$ cat src/rtl/diag_initiator_pkg.sv
// Shared EBUS diagnostic definitions: opcode encoding, function codes,
// FSM/phase encodings and the per-step decode used by the initiator.
// Pure definitions; no timing or flow control of its own.
package diag_initiator_pkg;

   // Command opcodes as presented on cmd_op.
   typedef enum logic [1:0] {
      OP_CTL   = 2'd0,   // control function, 00x
      OP_LD    = 2'd1,   // load function, 04x
      OP_READ  = 2'd2,   // diagnostic read, 10x
      OP_BURST = 2'd3    // three-step burst macro
   } op_t;

   // CTL (00x) function codes.
   localparam logic [2:0] CTL_START       = 3'd1;
   localparam logic [2:0] CTL_SINGLE_STEP = 3'd2;
   localparam logic [2:0] CTL_EBOX_SS     = 3'd3;
   localparam logic [2:0] CTL_COND_SS     = 3'd4;
   localparam logic [2:0] CTL_BURST       = 3'd5;
   localparam logic [2:0] CTL_CLR_RESET   = 3'd6;
   localparam logic [2:0] CTL_SET_RESET   = 3'd7;

   // LD (04x) function codes, 042..047.
   localparam logic [2:0] LD_042 = 3'd2;   // burst count, low nibble
   localparam logic [2:0] LD_043 = 3'd3;   // burst count, high nibble
   localparam logic [2:0] LD_044 = 3'd4;
   localparam logic [2:0] LD_045 = 3'd5;
   localparam logic [2:0] LD_046 = 3'd6;
   localparam logic [2:0] LD_047 = 3'd7;

   // Index of the final step of a BURST macro.
   localparam logic [1:0] BURST_LAST_STEP = 2'd2;

   // Top-level sequencing states.
   typedef enum logic [2:0] {
      ST_IDLE   = 3'd0,
      ST_SETUP  = 3'd1,
      ST_STROBE = 3'd2,
      ST_HOLD   = 3'd3,
      ST_RESP   = 3'd4
   } state_t;

   // Phases tracked by the single-step timer.
   typedef enum logic [1:0] {
      PH_IDLE   = 2'd0,
      PH_SETUP  = 2'd1,
      PH_STROBE = 2'd2,
      PH_HOLD   = 2'd3
   } phase_t;

   // What one bus step puts on the EBUS: which strobe, ds[4:6], data[32:35].
   typedef struct packed {
      op_t        op;
      logic [2:0] ds;
      logic [3:0] dat;
   } step_t;

   // Decode a command plus step index into the bus step to issue.
   // EBUS bits [4:7] of cmd_data are the low nibble (bit 0 is the MSB).
   // CTL and READ steps carry no data, so DIAG_DATA is driven to 0 for them.
   function automatic step_t step_cfg(input op_t        op,
                                      input logic [1:0] step,
                                      input logic [2:0] func,
                                      input logic [7:0] data);
      step_t s;
      s.op  = op;
      s.ds  = func;
      s.dat = 4'd0;
      if (op == OP_LD) begin
         s.dat = data[3:0];
      end else if (op == OP_BURST) begin
         case (step)
            2'd0: begin
               s.op  = OP_LD;
               s.ds  = LD_042;
               s.dat = data[3:0];
            end
            2'd1: begin
               s.op  = OP_LD;
               s.ds  = LD_043;
               s.dat = data[7:4];
            end
            default: begin
               s.op  = OP_CTL;
               s.ds  = CTL_BURST;
               s.dat = 4'd0;
            end
         endcase
      end
      return s;
   endfunction

endpackage

$ cat src/rtl/diag_initiator_step.sv
// Single EBUS step timer: SETUP, STROBE and HOLD phases from one 4-bit down-counter.
// Latency: SETUP_CYC+STROBE_CYC+HOLD_CYC cycles from start to the cycle done is high.
// Backpressure: none; a start in the done cycle chains the next step with no gap.
module diag_step
   import diag_initiator_pkg::*;
#(
   parameter int SETUP_CYC  = 2,
   parameter int STROBE_CYC = 8,
   parameter int HOLD_CYC   = 2
) (
   input  logic clk,
   input  logic i_srst_n,
   input  logic i_start,
   output logic o_end,
   output logic o_last_strobe,
   output logic o_done
);

   // Counter reload values: a phase of N cycles counts N-1 down to 0.
   localparam logic [3:0] L_SETUP  = 4'(SETUP_CYC - 1);
   localparam logic [3:0] L_STROBE = 4'(STROBE_CYC - 1);
   localparam logic [3:0] L_HOLD   = 4'(HOLD_CYC - 1);

   phase_t     r_phase;
   logic [3:0] r_cnt;
   logic       w_zero;

   assign w_zero        = (r_cnt == 4'd0);
   assign o_end         = (r_phase != PH_IDLE) && w_zero;
   assign o_last_strobe = (r_phase == PH_STROBE) && w_zero;
   assign o_done        = (r_phase == PH_HOLD) && w_zero;

   // Step through the phases, reloading the counter at each phase boundary.
   always_ff @(posedge clk) begin
      if (!i_srst_n) begin
         r_phase <= PH_IDLE;
         r_cnt   <= 4'd0;
      end else if (i_start) begin
         r_phase <= PH_SETUP;
         r_cnt   <= L_SETUP;
      end else if (r_phase != PH_IDLE) begin
         if (w_zero) begin
            case (r_phase)
               PH_SETUP: begin
                  r_phase <= PH_STROBE;
                  r_cnt   <= L_STROBE;
               end
               PH_STROBE: begin
                  r_phase <= PH_HOLD;
                  r_cnt   <= L_HOLD;
               end
               default: begin
                  r_phase <= PH_IDLE;
                  r_cnt   <= 4'd0;
               end
            endcase
         end else begin
            r_cnt <= r_cnt - 4'd1;
         end
      end
   end

endmodule

$ cat src/rtl/diag_initiator.sv
// EBUS diagnostic initiator: issues CTL/LD/READ function strobes and the 3-step BURST macro.
// Latency: 1+SETUP_CYC+STROBE_CYC+HOLD_CYC cycles accept to rsp_valid (x3 steps for BURST).
// Backpressure: cmd_ready only in IDLE with no response pending; rsp held until rsp_ready.
module diag_initiator
   import diag_initiator_pkg::*;
#(
   parameter int SETUP_CYC  = 2,
   parameter int STROBE_CYC = 8,
   parameter int HOLD_CYC   = 2
) (
   input  logic       clk,
   input  logic       FPGA_RESET_N,
   input  logic       cmd_valid,
   output logic       cmd_ready,
   input  logic [1:0] cmd_op,
   input  logic [2:0] cmd_func,
   input  logic [7:0] cmd_data,
   output logic       rsp_valid,
   input  logic       rsp_ready,
   output logic [5:0] rsp_data,
   output logic       busy,
   output logic [2:0] DIAG_DS,
   output logic [3:0] DIAG_DATA,
   output logic       DIAG_CTL_FUNC_00x,
   output logic       DIAG_LD_FUNC_04x,
   output logic       DIAG_READ_FUNC_10x,
   input  logic [5:0] EBUS_DATA_IN
);

   state_t     r_state;
   op_t        r_op;        // command opcode as accepted
   op_t        r_step_op;   // strobe selected for the step in flight
   logic [2:0] r_func;
   logic [7:0] r_data;
   logic [1:0] r_step;      // BURST progress; stays 0 for single-step ops
   logic [2:0] r_ds;
   logic [3:0] r_dat;
   logic       r_ctl_stb;
   logic       r_ld_stb;
   logic       r_rd_stb;
   logic       r_rsp_valid;
   logic [5:0] r_rsp_data;

   logic       w_accept;
   logic       w_more;
   logic       w_step_start;
   logic       w_step_end;
   logic       w_last_strobe;
   logic       w_step_done;
   step_t      w_first;
   step_t      w_next;

   assign cmd_ready = (r_state == ST_IDLE) && !r_rsp_valid && FPGA_RESET_N;
   assign w_accept  = cmd_valid && cmd_ready;

   // Another burst step follows the current one.
   assign w_more = (r_op == OP_BURST) && (r_step != BURST_LAST_STEP);

   // Kick the step timer on accept and when a burst chains into its next step.
   assign w_step_start = w_accept || ((r_state == ST_HOLD) && w_step_done && w_more);

   // Bus step for a fresh command, and for the next burst step.
   assign w_first = step_cfg(op_t'(cmd_op), 2'd0, cmd_func, cmd_data);
   assign w_next  = step_cfg(r_op, r_step + 2'd1, r_func, r_data);

   assign rsp_valid          = r_rsp_valid;
   assign rsp_data           = r_rsp_data;
   assign busy               = (r_state != ST_IDLE);
   assign DIAG_DS            = r_ds;
   assign DIAG_DATA          = r_dat;
   assign DIAG_CTL_FUNC_00x  = r_ctl_stb;
   assign DIAG_LD_FUNC_04x   = r_ld_stb;
   assign DIAG_READ_FUNC_10x = r_rd_stb;

   diag_step #(
      .SETUP_CYC  (SETUP_CYC),
      .STROBE_CYC (STROBE_CYC),
      .HOLD_CYC   (HOLD_CYC)
   ) u_step (
      .clk           (clk),
      .i_srst_n      (FPGA_RESET_N),
      .i_start       (w_step_start),
      .o_end         (w_step_end),
      .o_last_strobe (w_last_strobe),
      .o_done        (w_step_done)
   );

   // Command sequencing FSM; all EBUS outputs and the response are registered here.
   always_ff @(posedge clk) begin
      if (!FPGA_RESET_N) begin
         r_state     <= ST_IDLE;
         r_op        <= OP_CTL;
         r_step_op   <= OP_CTL;
         r_func      <= 3'd0;
         r_data      <= 8'd0;
         r_step      <= 2'd0;
         r_ds        <= 3'd0;
         r_dat       <= 4'd0;
         r_ctl_stb   <= 1'b0;
         r_ld_stb    <= 1'b0;
         r_rd_stb    <= 1'b0;
         r_rsp_valid <= 1'b0;
         r_rsp_data  <= 6'd0;
      end else begin
         case (r_state)
            ST_IDLE: begin
               if (w_accept) begin
                  r_op       <= op_t'(cmd_op);
                  r_func     <= cmd_func;
                  r_data     <= cmd_data;
                  r_step     <= 2'd0;
                  r_step_op  <= w_first.op;
                  r_ds       <= w_first.ds;
                  r_dat      <= w_first.dat;
                  r_rsp_data <= 6'd0;
                  r_state    <= ST_SETUP;
               end
            end
            ST_SETUP: begin
               if (w_step_end) begin
                  r_ctl_stb <= (r_step_op == OP_CTL);
                  r_ld_stb  <= (r_step_op == OP_LD);
                  r_rd_stb  <= (r_step_op == OP_READ);
                  r_state   <= ST_STROBE;
               end
            end
            ST_STROBE: begin
               // The responder's data is valid by the end of the strobe.
               if (w_last_strobe && (r_step_op == OP_READ)) begin
                  r_rsp_data <= EBUS_DATA_IN;
               end
               if (w_step_end) begin
                  r_ctl_stb <= 1'b0;
                  r_ld_stb  <= 1'b0;
                  r_rd_stb  <= 1'b0;
                  r_state   <= ST_HOLD;
               end
            end
            ST_HOLD: begin
               if (w_step_done) begin
                  if (w_more) begin
                     r_step    <= r_step + 2'd1;
                     r_step_op <= w_next.op;
                     r_ds      <= w_next.ds;
                     r_dat     <= w_next.dat;
                     r_state   <= ST_SETUP;
                  end else begin
                     r_step      <= 2'd0;
                     r_ds        <= 3'd0;
                     r_dat       <= 4'd0;
                     r_rsp_valid <= 1'b1;
                     r_state     <= ST_RESP;
                  end
               end
            end
            ST_RESP: begin
               if (rsp_ready) begin
                  r_rsp_valid <= 1'b0;
                  r_rsp_data  <= 6'd0;
                  r_state     <= ST_IDLE;
               end
            end
            default: begin
               r_state <= ST_IDLE;
            end
         endcase
      end
   end

endmodule

$ cat config.mk
export PLATFORM = sky130hd
export DESIGN_NAME = diag_initiator
export DESIGN_NICKNAME = d
export VERILOG_FILES = /design/src/rtl/diag_initiator_pkg.sv /design/src/rtl/diag_initiator_step.sv /design/src/rtl/diag_initiator.sv
export SDC_FILE = /design/constraint.sdc
export NUM_CORES = 1
export LEC_CHECK = 0
export CAP_MARGIN = 0
export CORE_MARGIN = 5
export CORE_UTILIZATION = 30
export CTS_CLUSTER_SIZE = 40
export DETAILED_ROUTE_END_ITERATION = 16
export PLACE_DENSITY = 0.62
export SYNTH_ARGS = -nofsm -noshare
export SYNTH_HDL_FRONTEND = slang
export SYNTH_SLANG_ARGS = --single-unit
$ cat constraint.sdc
create_clock -name clk -period 2.91 [get_ports clk]
set_input_delay 0.291 -clock clk [delete_from_list [all_inputs] [get_ports clk]]
set_output_delay 0.291 -clock clk [all_outputs]
set_load 0.02 [all_outputs]
==> metrics.yaml <==
status:
  outcome: "finished, final reports clean"
clock_tree:
  path_clk_slew_ns: 0.07
  cts_sinks: 40
  clockBufferDepth: 2
  postCtsSetupBuffers: 0
  numCtsBuffers: 5
  htree_levels: 2
  cts_resized: 0
  cts_hold_buffers: 0
  cts-root-buf: "clkbuf_8"
  tritoncts: "done"
  insertion_delay_ns: 0.29
critical_path:
  slowest_delay_ns: 0.63
  crit_required_ns: 2.62
  crit_buf_inv: 1
  cp_slowest_cell: "clkdlybuf4s50_1"
  crit_arrival_ns: 2.05
  worstPathCellList: "nor2_1 -> nand2_1 -> nor3_1 -> clkdlybuf4s50_1"
  r2r_start: "u_step.r_cnt[0]"
  crit_type: "register to primary output"
  crit_path_max_fanout: 12
  cp-end-kind: "primary output"
  cp_top_family: "simple AND/OR/NAND/NOR gates"
  worst_setup_path_start_kind: "register"
  startpoint: "r_state[1]"
synth:
  yosys_warnings: 0
  avgSynthCellArea_sq_um: 8.49
  syn_area_sq_um: 2050
  synth_ff_type: "dfxtp_1"
  synth.distinct_cells: 47
  yosysSeqAreaShare_pct: 39.0
  synth_nets: 273
  synth_edf_count: 0
  synthArstFlopShare_pct: 0
  syn_inst: 242
  ys_ff_latch: 40
sta:
  finalHoldViolCount: 0
  rsz0062_at_grt: "false"
  tightest_slew_ns: 0.586
  relSlewSlack_pct: 60.8
  period_needed_ns: 2.34
  fin_worst_skew_ns: 0.0102
  fin_setup_tns_ns: 0
  fmax_ghz: 0.427
  period_share_pct: 80.4
  report.final.slew_viol_count: 0
  whs_ns: 0.455
  setup_violations: 0
global_routing:
  grt_max_degree: 23
  grt_antenna_before_repair: 0
  grt_pass1_wl_mm: 7.92
  grt_pass1_vias: 1777
  grt_util_all_layers_pct: 11.1
  overflow: 0
final_layout:
  syn_to_final_growth_pct: 26.1
  nNetsFinal: 309
  fin_cells: 359
  multiInputGateArea_sq_um: 1130
  layout_common_cells: "44 x nand2_1, 41 x clkdlybuf4s50_1, 40 x dfxtp_1"
  drive_gt1_share_pct: 5.38
  final_common_cell: "nand2_1"
  ff_latch_area_sq_um: 801
  antenna-diode-count: 0
  n_fill_cell: 690
power:
  leakagePower_nw: 0.958
  ir_drop_mv: 0.243
  power_mw: 1.54
  p_per_area_nw_per_um2: 593
floorplan:
  start_util_pct: 30.6
  fp.dieArea_sq_um: 8600
  die_w_microns: 92.8
  dieHeight_microns: 92.8
  ios: 42
  rows: 30
  core_area_sq_um: 6720
place:
  place_congestion: 0.738
  place.detailed.hpwl_mm: 3.48
  placedCellCount: 351
  io_buffers: 41
run:
  drv_cap: 0
detailed_routing:
  routedWlPerCell_microns: 13.2
  antenna_left: 0
  via_count: 1795
  drt_iter0_markers: 91
  drcViolationCount: 0
  viasPerCell: 5.00
  routed_wl_mm: 4.76
  first_pass_iters: 4
min_path:
  min-delay-start: "r_data[3]"
  min_path_type: "register to register"
## logic make-up (layout without fill, tap and decap cells)
family          Yosys count  count (layout)  synth area share, %
fa+ha+maj                 8               8                 4.87
buf+inv                  25              62                 6.09
simple gates             95              95                 24.4
compound gates           62              62                 19.9
flops                    40              40                 39.0
xor+xnor                  1               1                0.426
mux                      11              11                 5.36
## final timing paths
path                endpoint  slack, ns  cells after the start
setup / recovery   cmd_ready       0.57                      4
hold / removal     r_data[3]       0.45                      2
setup reg to reg  DIAG_DS[1]       0.88                      7
hold reg to reg    r_data[3]       0.45                      2
## report_power, final
group          switching, mW  internal (mW)  total [mW]
clock                  0.181          0.193       0.375
sequential            0.0589          0.607       0.666
combinational          0.277          0.219       0.495
total                  0.517           1.02        1.54
## layer usage
metal | GRT usage, % | part of all wire, %
met5 | 0 | 0
met4 | 2.56 | 0.61
met3 | 3.41 | 4.7
met2 | 18.5 | 45
met1 | 14.1 | 50
## cells in the mapped netlist, types with 2 or more instances
cell | instances | area share, %
clkbuf_1 | 7 | 1.3
o221ai_1 | 2 | 0.85
a32oi_1 | 2 | 0.85
o211a_1 | 2 | 0.97
nor2_1 | 9 | 1.6
and2_1 | 3 | 0.91
nand2_1 | 44 | 8.0
nand2b_1 | 2 | 0.61
a2111o_1 | 2 | 1.1
a22oi_1 | 5 | 1.8
nand3_1 | 11 | 2.7
nor3b_1 | 4 | 1.5
a31oi_1 | 5 | 1.5
or4_1 | 2 | 0.73
o21ai_0 | 11 | 2.7
buf_2 | 4 | 0.97
a21oi_1 | 22 | 5.4
and3b_1 | 3 | 1.3
dfxtp_1 | 40 | 39
inv_1 | 10 | 1.8
mux2i_1 | 11 | 5.4
ha_1 | 8 | 4.9
nor3_1 | 3 | 0.73
or3_1 | 5 | 1.5
buf_6 | 3 | 1.6
## worst register-to-register path, delay by kind of cell (launching register included)
| kind | cells | cell delay, ns |
|---|---|---|
| AO/OA/AOI/OAI | 3 | 0.89 |
| adder cells (fa/ha/maj) | 1 | 0.21 |
| buffers and inverters | 2 | 0.30 |
| flip-flops | 1 | 0.33 |
| AND/OR/NAND/NOR | 1 | 0.19 |
## per-stage QoR
stage / worst slack [ns] / utilization [%] / instance area, sq um
CTS: 0.570 / 38.5 / 2590
global placement: 0.784 / 37.2 / 2500
finish: 0.569 / 38.5 / 2590
global route: 0.434 / 38.5 / 2590
floorplan: 1.15 / - / 2050
detailed placement: 0.731 / 37.2 / 2500
## state kept, by name, indices dropped and copies added (netlist names)
name,cells
r_step_op,2
r_state,3
r_op,2
DIAG_DATA,4
r_data,8
u_step.r_cnt,4
rsp_data,6
rsp_valid,1
DIAG_LD_FUNC_04x,1
DIAG_CTL_FUNC_00x,1
DIAG_READ_FUNC_10x,1
u_step.r_phase,2
r_step,2
DIAG_DS,3
## final cells by class
type | count | share of cell area [%]
timing repair buffer | 44 | 16.7
inverter | 10 | 1.45
clock buffer | 8 | 3.48
tap | 80 | 3.86
sequential | 40 | 30.9
multi-input combinational | 177 | 43.6
Power figures use the tool's default switching activity.
==> RTL change 1, RTL diff (same settings) <==
`STROBE_CYC` is set to 8 in 2 places; all go to 7.
--- a/src/rtl/diag_initiator_step.sv
+++ b/src/rtl/diag_initiator_step.sv
@@ -5,7 +5,7 @@
    import diag_initiator_pkg::*;
 #(
    parameter int SETUP_CYC  = 2,
-   parameter int STROBE_CYC = 8,
+   parameter int STROBE_CYC = 7,
    parameter int HOLD_CYC   = 2
 ) (
    input  logic clk,
--- a/src/rtl/diag_initiator.sv
+++ b/src/rtl/diag_initiator.sv
@@ -5,7 +5,7 @@
    import diag_initiator_pkg::*;
 #(
    parameter int SETUP_CYC  = 2,
-   parameter int STROBE_CYC = 8,
+   parameter int STROBE_CYC = 7,
    parameter int HOLD_CYC   = 2
 ) (
    input  logic       clk,
Behaviour: no difference found for any inputs over 10 cycles, from zero or initial values and one cycle with FPGA_RESET_N low; that may be too few to reach the edited logic, so the function may still have changed.
==> RTL change 1 against the unedited design <==
- critical endpoint unchanged
- worst setup slack worse by 0.055 ns
- sequential cell count did not move
- via count increased by 0.28%
- count of clock-buffer cells in the layout fell by 3
- wire length grew 2.4%
- register-to-register slack barely moved
- clock skew is 0.0040 ns lower
- hold slack better by 0.0021 ns
- first-iteration DRC count shrank 3.3%
- synthesized area grew 3.5%
- total power grew 35%
- final area grew 4.9%
- cell count up 3.9%
==> RTL change 1: results (changes against the unedited design) <==
Parameter                              Value

Worst setup path
  Delay of the slowest critical-path stage ... 0.65 ns (was 0.63 ns)
  Beginning of the critical path ... r_state[0] (was r_state[1])
  Data arrival, critical path ... 2.11 ns (was 2.05 ns)
  Worst reg2reg path startpoint ... r_state[1] (was u_step.r_cnt[0])
  Highest fanout seen on the critical path ... 11 (was 12)

Place
  Cell area after placement ... 0.00261 mm² (was 0.00250 mm²)
  Routability congestion estimate from global placement ... 0.790 (was 0.738)
  Cell count after placement ... 365 (was 351)

GRT
  Global-route track usage on met2 ... 19.0% (was 18.5%)
  Total global-route track usage ... 11.7% (was 11.1%)
  Met3 track demand over resource ... 3.37% (was 3.41%)
  Number of global-route vias before repair ... 1800 (was 1777)
  Pin count of the biggest net entering global routing ... 33 (was 23)

Outcome
  Result of the run ... complete, no violations (unchanged)

Power and ir drop
  Leakage power of the design ... 1.00 nW (was 0.958 nW)

Detailed routing
  Wire length after detailed routing ... 4870 µm (was 4760 µm)
  Wire per inst ... 13.1 µm (was 13.2 µm)
  Vias per Instance ... 4.83 (was 5.00)

Timing
  Relative max-transition margin ... 53.8% (was 60.8%)
  Worst Clk Skew ... 0.00625 ns (was 0.0102 ns)

Min path
  Hold_sp ... DIAG_READ_FUNC_10x (was r_data[3])

Finish
  Number of filler instances in the final layout ... 709 (was 690)

Synth
  Average size of a mapped cell ... 8.94 µm² (was 8.49 µm²)
  Distinct cells, synth ... 50 (was 47)
  Sequential-to-total area share from yosys stat ... 37.6% (was 39.0%)
  Most area-consuming cells after synthesis ... sky130_fd_sc_hd__dfxtp_1 38%, sky130_fd_sc_hd__nand2_1 8.5%, sky130_fd_sc_hd__mux2i_1 5.2%, sky130_fd_sc_hd__ha_1 4.7%, sky130_fd_sc_hd__o21ai_0 4.0% (was sky130_fd_sc_hd__dfxtp_1 39%, sky130_fd_sc_hd__nand2_1 8.0%, sky130_fd_sc_hd__a21oi_1 5.4%, sky130_fd_sc_hd__mux2i_1 5.4%, sky130_fd_sc_hd__ha_1 4.9%)
[RTL change 1: changes by cell type after synthesis, moves of 3 or more]
cell / before / now
sky130_fd_sc_hd__a21boi_0: 0 / 11
sky130_fd_sc_hd__a21oi_1: 22 / 5
sky130_fd_sc_hd__and3_1: 1 / 7
sky130_fd_sc_hd__inv_1: 10 / 7
sky130_fd_sc_hd__nand2_1: 44 / 48
sky130_fd_sc_hd__nand3_1: 11 / 7
sky130_fd_sc_hd__nor2_1: 9 / 5
sky130_fd_sc_hd__o21ai_0: 11 / 17
[RTL change 1: area by class of cell]
cell class,instances,area (µm²),share of cell area (%)
Multi-Input combinational cell,178,1220,45.1
Sequential cell,40,801,29.5
Timing Repair Buffer,44,433,15.9
Tap cell,96,120,4.42
Clock buffer,5,68.8,2.53
Clock inverter,3,42.5,1.57
Inverter,7,26.3,0.967
[RTL change 1: worst paths after layout]
kind,to,slack [ns],cells after the start
max,cmd_ready,0.51,3
min,DIAG_READ_FUNC_10x,0.46,2
max reg2reg,rsp_data[3],0.88,4
min reg2reg,DIAG_READ_FUNC_10x,0.46,2
[RTL change 1: critical path: cells and delay by family, from the launching register on]
family / cells / cell delay [ns]
and+or+nand+nor: 2 / 0.70
buffers and inverters: 1 / 0.65
DFF: 1 / 0.47
[RTL change 1: kinds of logic (layout without fill, tap and decap cells)]
group	count (synthesis)	after routing	share of synthesized area, %
compound gates	57	57	19.4
simple gates	101	101	27.9
mux	11	11	5.18
xor+xnor	1	1	0.412
flops	40	40	37.6
fa+ha+maj	8	8	4.71
buf+inv	20	59	4.76
[RTL change 1: routing by layer]
layer | up-vias | share of wire (%)
met1 | 839 | 47
li1 | 926 | -
met2 | 30 | 47
met4 | 0 | 0.74
met3 | 5 | 4.5
met5 | - | 0
[RTL change 1: power breakdown]
group / leakage, nW / internal [mW] / switching [mW]
clock: 0.0541 / 0.254 / 0.195
sequential: 0.325 / 0.642 / 0.121
combinational: 0.625 / 0.405 / 0.450
==> RTL change 2, RTL diff (config.mk and constraints unchanged) <==
Made on the original files. The 4 values of `phase_t` get a one-hot encoding in 4 bits.
--- a/src/rtl/diag_initiator_pkg.sv
+++ b/src/rtl/diag_initiator_pkg.sv
@@ -41,11 +41,11 @@
    } state_t;
 
    // Phases tracked by the single-step timer.
-   typedef enum logic [1:0] {
-      PH_IDLE   = 2'd0,
-      PH_SETUP  = 2'd1,
-      PH_STROBE = 2'd2,
-      PH_HOLD   = 2'd3
+   typedef enum logic [3:0] {
+      PH_IDLE   = 4'b0001,
+      PH_SETUP  = 4'b0010,
+      PH_STROBE = 4'b0100,
+      PH_HOLD   = 4'b1000
    } phase_t;
 
    // What one bus step puts on the EBUS: which strobe, ds[4:6], data[32:35].
Behaviour: no difference found for any inputs over 10 cycles, from zero or initial values and one cycle with FPGA_RESET_N low; not proved beyond that.
==> RTL change 2 against the unedited design <==
- final area up 4.2%
- register-to-register slack worse by 0.09 ns
- sequential cell count up 2
- sequential power up 11%
- highest routed layer unchanged
- total power up 21%
- wire length up 11%
- global-route usage up 1.3 points
- worst setup slack worse by 0.046 ns
- non-clock buffer count unchanged
- synthesized area up 4.6%
- sequential share of layout area up 0.25 points
==> RTL change 2: results (changes against the unedited design) <==
Parameter                              Value

Timing
  Worst Clk Skew ... 0.0110 ns (was 0.0102 ns)
  Worst hold slack after final layout ... 0.460 ns (was 0.455 ns)
  Final worst path period share ... 82.0% (was 80.4%)

Synth
  Post-Syn Instances ... 244 (was 242)
  Sequential-to-total area share from yosys stat ... 39.1% (was 39.0%)
  Most numerous cell types in the synthesized netlist ... 42 x sky130_fd_sc_hd__dfxtp_1, 31 x sky130_fd_sc_hd__nand2_1, 26 x sky130_fd_sc_hd__a21oi_1, 14 x sky130_fd_sc_hd__nor2_1 (was 44 x sky130_fd_sc_hd__nand2_1, 40 x sky130_fd_sc_hd__dfxtp_1, 22 x sky130_fd_sc_hd__a21oi_1)
  Synthesized Nets ... 272 (was 273)

Place
  Cell count after placement ... 364 (was 351)
  Placement-stage worst setup slack ... 0.577 ns (was 0.731 ns)
  Routability congestion estimate from global placement ... 0.817 (was 0.738)
  Cell area after placement ... 0.00260 mm² (was 0.00250 mm²)
  Half-perimeter wire length of the detailed placement result ... 3810 µm (was 3480 µm)

Power and ir drop
  Worst-case vdd ir drop ... 238 µV (was 243 µV)
  Leakage power of the design ... 0.933 nW (was 0.958 nW)

Detailed routing
  Wire length after detailed routing ... 5290 µm (was 4760 µm)
  Wire per inst ... 14.2 µm (was 13.2 µm)
  Starting DRC count in detailed routing ... 79 (was 91)
  Total iterations of the first detailed-routing run ... 5 (was 4)
  Vias per Instance ... 5.09 (was 5.00)

Worst setup path
  Highest fanout seen on the critical path ... 11 (was 12)
  Data arrival, critical path ... 2.10 ns (was 2.05 ns)
  Setup slack of the worst register-to-register path ... 0.79 ns (was 0.88 ns)

Finish
  Number of filler instances in the final layout ... 715 (was 690)
  Final design utilization ... 39.3% (was 38.5%)
  NumNets Final ... 303 (was 309)

Outcome
  Result of the run ... complete, no violations (unchanged)

GRT
  Pin count of the biggest net entering global routing ... 22 (was 23)

Clocking
  Setup bufs post-CTS ... 0 (unchanged)
  Clock transition at path regs ... 0.09 ns (was 0.07 ns)
## RTL change 2: changes by cell type after synthesis, moves of 5 or more
cell / unedited run / this run
sky130_fd_sc_hd__nand2_1: 44 / 31
sky130_fd_sc_hd__o21ai_0: 11 / 5
sky130_fd_sc_hd__mux2i_1: 11 / 3
sky130_fd_sc_hd__a32o_1: 1 / 6
sky130_fd_sc_hd__nor3_1: 3 / 9
sky130_fd_sc_hd__a22oi_1: 5 / 0
sky130_fd_sc_hd__nor2_1: 9 / 14
## RTL change 2: area by class of cell
cell class | count | area share, %
timing repair buffer | 44 | 16.0
clock buffer | 6 | 3.06
multi-input combinational | 176 | 44.0
inverter | 6 | 0.835
sequential | 42 | 31.2
tap | 96 | 4.45
clock inverter | 2 | 0.464
## RTL change 2: final timing paths
path | start | end | depth (start not counted)
max | r_state[2] | cmd_ready | 3
min | r_data[1] | r_data[1] | 2
max reg2reg | u_step.r_cnt[0] | r_step_op[1] | 6
min reg2reg | r_data[1] | r_data[1] | 2
## RTL change 2: cells by family (layout without fill, tap and decap cells)
kind of cell / count (synthesis) / after routing / synth area share (%)
simple gates: 95 / 95 / 26.3
compound gates: 71 / 71 / 23.7
flops: 42 / 42 / 39.1
buf+inv: 26 / 58 / 5.70
fa+ha+maj: 5 / 5 / 2.91
mux: 3 / 3 / 1.40
xor+xnor: 2 / 2 / 0.815
## RTL change 2: per-layer routing
metal | share of wire, % | vias to the layer above | GRT usage (%)
li1 | - | 962 | -
met1 | 48 | 891 | 16.9
met2 | 46 | 39 | 19.3
met3 | 4.7 | 3 | 3.19
met4 | 0.79 | 0 | 3.61
met5 | 0 | - | 0
## RTL change 2: worst max-delay path, stage by stage (launching register included)
cell and delay (ns):
sky130_fd_sc_hd__dfxtp_1 0.45, sky130_fd_sc_hd__or3_1 0.54, sky130_fd_sc_hd__nor3_1 0.18, sky130_fd_sc_hd__clkdlybuf4s50_1 0.63
## RTL change 2: power by group through the flow
| stage | Sequential [mW] | Clock (mW) | Combinational (mW) |
|---|---|---|---|
| 2_1_floorplan | 0.728 | 0 | 0.548 |
| 3_3_place_gp | 0.754 | 0 | 0.708 |
| 3_5_place_dp | 0.753 | 0 | 0.713 |
| 4_1_cts | 0.741 | 0.411 | 0.717 |
| 5_1_grt | 0.758 | 0.435 | 0.790 |
| 6_report | 0.742 | 0.397 | 0.712 |
